==> config.mk <==
export PLATFORM = sky130hd
export DESIGN_NAME = iwrr_weight_tracker
export DESIGN_NICKNAME = d
export VERILOG_FILES = /design/src/rtl/iwrr_weight_tracker.sv
export SDC_FILE = /design/constraint.sdc
export NUM_CORES = 1
export LEC_CHECK = 0
export CAP_MARGIN = 20
export CORE_MARGIN = 5
export CORE_UTILIZATION = 51
export DETAILED_ROUTE_END_ITERATION = 7
export HOLD_SLACK_MARGIN = 0.06
export PLACE_DENSITY = 0.75
export SYNTH_ARGS = -nofsm -noshare
export SYNTH_HDL_FRONTEND = slang
export SYNTH_SLANG_ARGS = --single-unit
==> constraint.sdc <==
create_clock -name clk -period 2 [get_ports clk]
set_input_delay 0.4 -clock clk [delete_from_list [all_inputs] [get_ports clk]]
set_output_delay 0.4 -clock clk [all_outputs]
set_load 0.1 [all_outputs]
==> src/rtl/iwrr_weight_tracker.sv <==
// iwrr_weight_tracker: per-requester grant counting against weights, closing IWRR rounds
module iwrr_weight_tracker #(
  parameter int P_REQUESTER_NUM = 3,
  parameter int P_WEIGHT_W = 4
) (
  input  logic                                  clk,
  input  logic                                  rst,
  input  logic [P_REQUESTER_NUM-1:0]            request,
  input  logic [P_REQUESTER_NUM-1:0]            grant,
  input  logic                                  grant_accept,
  input  logic [P_REQUESTER_NUM*P_WEIGHT_W-1:0] weight_cfg,
  output logic [P_REQUESTER_NUM-1:0]            request_weight_completed,
  output logic                                  tracker_ready,
  output logic                                  round_done,
  output logic                                  grant_err
);
  typedef enum logic {S_LOAD, S_RUN} state_t;
  localparam logic [P_WEIGHT_W-1:0] ONE = P_WEIGHT_W'(1);
  state_t state, state_nxt;
  logic [P_REQUESTER_NUM-1:0][P_WEIGHT_W-1:0] cnt, weight_q;
  logic [P_REQUESTER_NUM-1:0] done_q;
  logic one_hot, round_end;
  assign one_hot = (grant != '0) && ((grant & (grant - P_REQUESTER_NUM'(1))) == '0);
  assign round_end = (&done_q) || ((request != '0) && ((request & ~done_q) == '0));
  assign request_weight_completed = (state == S_LOAD) ? '1 : done_q;
  assign tracker_ready = (state == S_RUN);
  always_comb begin
    state_nxt = S_RUN;
    state_nxt = (state == S_RUN && round_end) ? S_LOAD : S_RUN;
  end
  always_ff @(posedge clk) begin
    if (rst) begin
      state <= S_LOAD;
      cnt <= '0;
      weight_q <= '0;
      done_q <= '0;
      round_done <= 1'b0;
      grant_err <= 1'b0;
    end else begin
      state <= state_nxt;
      round_done <= (state == S_RUN) && round_end;
      if (state == S_LOAD) begin
        weight_q <= weight_cfg;
        cnt <= '0;
        for (int i = 0; i < P_REQUESTER_NUM; i++)
          done_q[i] <= (weight_cfg[i*P_WEIGHT_W +: P_WEIGHT_W] == '0);
      end else if (grant_accept) begin
        if (one_hot) begin
          for (int i = 0; i < P_REQUESTER_NUM; i++)
            if (grant[i] && !done_q[i]) begin
              cnt[i] <= cnt[i] + ONE;
              if (cnt[i] + ONE == weight_q[i]) done_q[i] <= 1'b1;
            end
        end else if (grant != '0) begin
          grant_err <= 1'b1;
        end
      end
    end
  end
endmodule

==> metrics.csv, run 1 <==
metric;value;unit
commonest cells after routing, fill and taps aside;dfxtp_1 (29), nor2_1 (28), clkdlybuf4s50_1 (20);
fmax;565.9;MHz
share of cells above drive strength 1;0.1343;
Pre-antenna DRT Iters;5;
DR DRC count;0;
pwr dens;661.3;nW/µm²
post-detail-place hpwl;2669;µm
first-pass GRT wire length;5885;µm
Ports;27;
maximum VDD drop;0.5766;mV
Routed Antenna Nets;0;
crit end category;primary output;
Post-synth EDFFs;0;
Hold Crit Start;cnt[9];
Hold Path Stages;2;
Hold Path End;cnt[9];
most common cell after layout, fill and taps aside;dfxtp_1;
main flop type after synthesis;dfxtp_1;
Starting Density;0.5309;
DIE AREA;4013;µm²
Worst EP required;1.60;ns
Fin Clk Skew;0.01099;ns
vias in the first global route;1319;
R2R cell count;4;
multi-input combinational cell area;814.5;µm²
FP Rows;19;
post-synthesis sequential area ratio;0.4138;
Async SR Flop Fraction;0;
Clock Root Buffer;clkbuf_4;
Hold Slack;0.5047;ns
final wirelength;3523;µm
fin area;1903;µm²
DRT iter0 DRCs;66;
FILL cells;221;
WL per Instance;15.19;µm
H-tree Lvls;2;
Post-CTS Hold Fix Bufs;0;
slew margin rel.;0.6982;
endpoints failing hold;0;
unrepaired setup endpoints after global routing;no;
Final Slew Violations;0;
CTS tree;built;
reg-to-reg endpoint;done_q[2];
area delta synth->final;31.12;%
Finish-stage setup viols;0;
Core Area;2734;µm²
CP Launch Type;flop;
post-synthesis cell type count;35;
Mapped Cells;162;
# resized after CTS;0;
dpl cell area;1852;µm²
via count;1314;
storage element area;601.8;µm²
Pleak;0.0007916;µW
post-layout minimum cycle time;1.767;ns
Synth Register Bits;30;
die boundary height;63.35;µm
setup bufs post-CTS;0;
GRT Resource Usage Total;0.1845;
largest net degree at the start of global routing;18;
synth warn;0;
status;complete, no violations;
placer congestion estimate;0.8739;
Port Buffers;26;
initial antenna violation count;0;
Die X;63.35;µm
number of CTS-inserted buffers;5;
Final nets;226;
cell area after synthesis;1451;µm²
Max-cap violations;0;
Max clock buf depth;2;
critical path arrival;1.37;ns
Worst Tran Pin Value;0.4527;ns
Clock Sinks;30;
syn nets;186;
WS Path Type;reg -> out;
GRT overflow;0;
routed vias/inst;5.664;
RR Startpoint;cnt[8];
clock transition at the registers of the reported paths;0.09;ns
Tightest Hold Check Type;reg -> reg;
ANT cells;0;
register-to-register setup slack;0.35;ns
Max FO, Critical Path;17;
Synth Area per Inst;8.959;µm²
period utilisation layout;0.8836;
Clock Latency Late Sink;0.32;ns
cells in the mapped netlist (3+ instances only):
master    number  area [µm²]
a21oi_1        5       25.02
dfxtp_1       30       600.6
ha_1           3       37.54
inv_1          5       18.77
mux2i_1       13       130.1
nand2_1       10       37.54
nand3_1        8       40.04
nor2_1        28       105.1
nor4_1         3       18.77
o211ai_1       3       22.52
o21ai_0        6       30.03
xnor2_1        8       70.07
xor2_1        13       113.9
metrics by stage:
stage	total power (µW)	worst slack, ns	TNS [ns]	utilization	cells
floorplan	801.9	-0.08504	-0.2379	-	162
detailed placement	923.3	-0.0003424	-0.0003424	0.6773	226
global route	1325	0.1350	0	0.6961	232
global placement	916.5	0.09606	0	0.6773	226
finish	1258	0.2328	0	0.6961	232
CTS	1264	0.2233	0	0.6961	232
logic make-up after synthesis:
logic type      count (synthesis)  share of synthesized area
flops                          30                     0.4138
fa+ha+maj                       4                    0.03276
mux                            13                    0.08965
xor+xnor                       21                     0.1267
buf+inv                         9                    0.02500
simple gates                   62                     0.2112
compound gates                 23                     0.1009
sequential cells by signal (all words and copies together) (netlist names):
| name | flops |
|---|---|
| done_q | 3 |
| grant_err | 1 |
| tracker_ready | 1 |
| cnt | 12 |
| round_done | 1 |
| weight_q | 12 |
metal layers:
metal / vias up / wire length [µm] / global-route usage
met3: 9 / 169 / 0.05861
met4: 0 / 59 / 0.07013
met1: 632 / 1532 / 0.2180
met5: - / 0 / 0
met2: 31 / 1761 / 0.3084
li1: 642 / - / -
power by group:
group | switching [µW] | internal (µW)
registers | 27.8 | 621
clock network | 189 | 158
logic | 141 | 122
total | 358 | 901
worst max-delay path, stage by stage (launching register included):
cell	delay, ns
dfxtp_2	0.62
nand2_1	0.20
buf_12	0.22
cell type report:
cell class / count / area share
Sequential cell: 30 / 0.3162
Tap cell: 31 / 0.02038
Multi-Input combinational cell: 123 / 0.4280
Clock buffer: 6 / 0.02696
Timing Repair Buffer: 37 / 0.1986
Inverter: 5 / 0.009862
worst max path at each step:
stage                             start  cells after the start                          end
after global placement     grant_accept                      5                    done_q[2]
after CTS                 tracker_ready                      2  request_weight_completed[0]
final                     tracker_ready                      2  request_weight_completed[0]
after global routing      tracker_ready                      2  request_weight_completed[0]
after floorplan           tracker_ready                      4                    done_q[1]
after detailed placement       grant[1]                      7                       cnt[3]
Note: power is estimated with default switching activity, not from simulation.
==> run 2, diff against run 1 <==
- PLACE_DENSITY: 0.75 -> 0.78
==> metrics.csv, run 2 (synthesis results as in run 1) <==
metric;value;unit;change
Top delay family on crit path;flip-flops;;
slowest stage cell, crit path;dfxtp_2;;
Port Buffers;26;;unchanged
DIE AREA;4013;µm²;unchanged
Post-CTS Hold Fix Bufs;0;;unchanged
Finish-stage setup viols;0;;unchanged
Starting Density;0.5309;;unchanged
FP Rows;19;;unchanged
Core Area;2734;µm²;unchanged
area delta synth->final;29.83;%;
slew margin rel.;0.7582;;+0.05996
initial antenna violation count;0;;unchanged
routed vias/inst;5.502;;-2.9%
Routed Antenna Nets;0;;unchanged
fmax;538.1;MHz;-4.9%
crit end category;primary output;;
die boundary height;63.35;µm;unchanged
number of CTS-inserted buffers;5;;unchanged
Clock Root Buffer;clkbuf_4;;
Worst path max stage delay;0.56;ns;-0.06 ns
Fin Clk Skew;0.01003;ns;-0.0009597 ns
total net switching power;370.4;µW;+3.6%
post-detail-place hpwl;2691;µm;+0.82%
Worst EP required;1.60;ns;about the same
Die X;63.35;µm;unchanged
unrepaired setup endpoints after global routing;no;;
Pre-antenna DRT Iters;4;;-1
clock transition at the registers of the reported paths;0.09;ns;about the same
Tightest Hold Check Type;reg -> reg;;
Pleak;0.0007823;µW;-1.2%
Comb power frac;0.211;;+0.003
share of cells above drive strength 1;0.1300;;-0.004328
Worst Tran Pin Value;0.3628;ns;-0.08995 ns
GRT Resource Usage Total;0.1898;;+0.005303
CP bufs+invs;2;;+1
dpl cell area;1837;µm²;-0.81%
part of the power in registers;0.523;;+0.007
setup_tns;0;ns;unchanged
largest net degree at the start of global routing;16;;-2
Util after Layout;0.6892;;-0.006865
WS Path Type;reg -> out;;
Net Sw Frac;0.2995;;+0.01530
WL per Instance;15.02;µm;-1.1%
endpoints failing hold;0;;unchanged
period utilisation layout;0.9291;;+0.04555
commonest cells after routing, fill and taps aside;dfxtp_1 (29), nor2_1 (28), clkdlybuf4s50_1 (20);;
post-layout minimum cycle time;1.858;ns;+0.09109 ns
Finished Layout Cells;231;;-0.43%
Clock Sinks;30;;unchanged
Final nets;224;;-0.88%
pwr dens;656.4;nW/µm²;-0.74%
Max clock buf depth;2;;unchanged
placer congestion estimate;0.8569;;-1.9%
DRT iter0 DRCs;89;;+35%
clock power share;0.266;;-0.010
Int Power;866.4;µW;-3.8%
post-place setup slack;-0.02506;ns;-0.02472 ns
CTS tree;built;;
placed cells;224;;-0.88%
# resized after CTS;0;;unchanged
setup bufs post-CTS;0;;unchanged
maximum VDD drop;0.5963;mV;+3.4%
DR DRC count;0;;unchanged
Max FO, Critical Path;15;;-2
most common cell after layout, fill and taps aside;dfxtp_1;;
ANT cells;0;;unchanged
crit-path cells;buf_4, nand2b_1, buf_12;;
Top Registers;cnt: 12 flops, weight_q: 12 flops, done_q: 3 flops;;
worst setup margin;0.1418;ns;-0.09109 ns
Clock Latency Late Sink;0.34;ns;+0.02 ns
Max-cap violations;0;;unchanged
status;complete, no violations;;
fin area;1884;µm²;-0.99%
Ports;27;;unchanged
critical path arrival;1.46;ns;+0.09 ns
GRT overflow;0;;unchanged
CP Launch Type;flop;;
vias in the first global route;1307;;-0.91%
first-pass GRT wire length;5961;µm;+1.3%
Final Slew Violations;0;;unchanged
H-tree Lvls;2;;unchanged
via count;1271;;-3.3%
final wirelength;3469;µm;-1.5%
-- run 2: cell count changes in the layout (fill, tap and decap cells not counted), sizes merged --
cell | previous run | this run
buf | 17 | 15
clkbuf | 6 | 5
clkinv | 0 | 2
-- run 2: metrics by stage --
step           power, µW  hold WS, ns
3_3_place_gp       912.4       0.4665
6_report            1237       0.4967
5_1_grt             1313       0.5191
4_1_cts             1251       0.4962
2_1_floorplan      801.9       0.4618
3_5_place_dp       921.5       0.4839
-- run 2: final timing paths --
kind / slack, ns / end / start / cells past startpoint
setup / recovery: 0.14 / request_weight_completed[1] / tracker_ready / 3
hold / removal: 0.50 / cnt[1] / cnt[1] / 2
setup reg to reg: 0.40 / done_q[2] / cnt[8] / 4
hold reg to reg: 0.50 / cnt[1] / cnt[1] / 2
-- run 2: per-layer routing --
metal / global-route usage / share of wire / vias to the layer above
li1: - / - / 641
met5: 0 / 0 / -
met1: 0.2162 / 0.43 / 593
met4: 0.1039 / 0.020 / 0
met2: 0.3096 / 0.51 / 29
met3: 0.06217 / 0.038 / 8
-- run 2: layout make-up --
type                       instances  area [µm²]
fill                             224       849.6
multi-input combinational        123       814.5
sequential                        30       601.8
timing repair buffer              35       362.8
tap                               31       38.79
clock buffer                       5       37.54
inverter                           5       18.77
clock inverter                     2       10.01
-- run 2: worst reg2reg max path: cells and delay by family, from the launching register on --
kind                     cells  cell delay (ns)
adder cells (fa/ha/maj)      1             0.29
AND/OR/NAND/NOR              1             0.40
flip-flops                   1             0.44
AO/OA/AOI/OAI                1             0.22
XOR/XNOR                     1             0.17
-- run 2: power groups by stage --
stage	Sequential (µW)	Combinational (µW)	Clock, µW
after floorplan	671	131	0
after global placement	659	253	0
after detailed placement	661	261	0
after CTS	647	262	342
after global routing	651	280	383
final	647	261	329
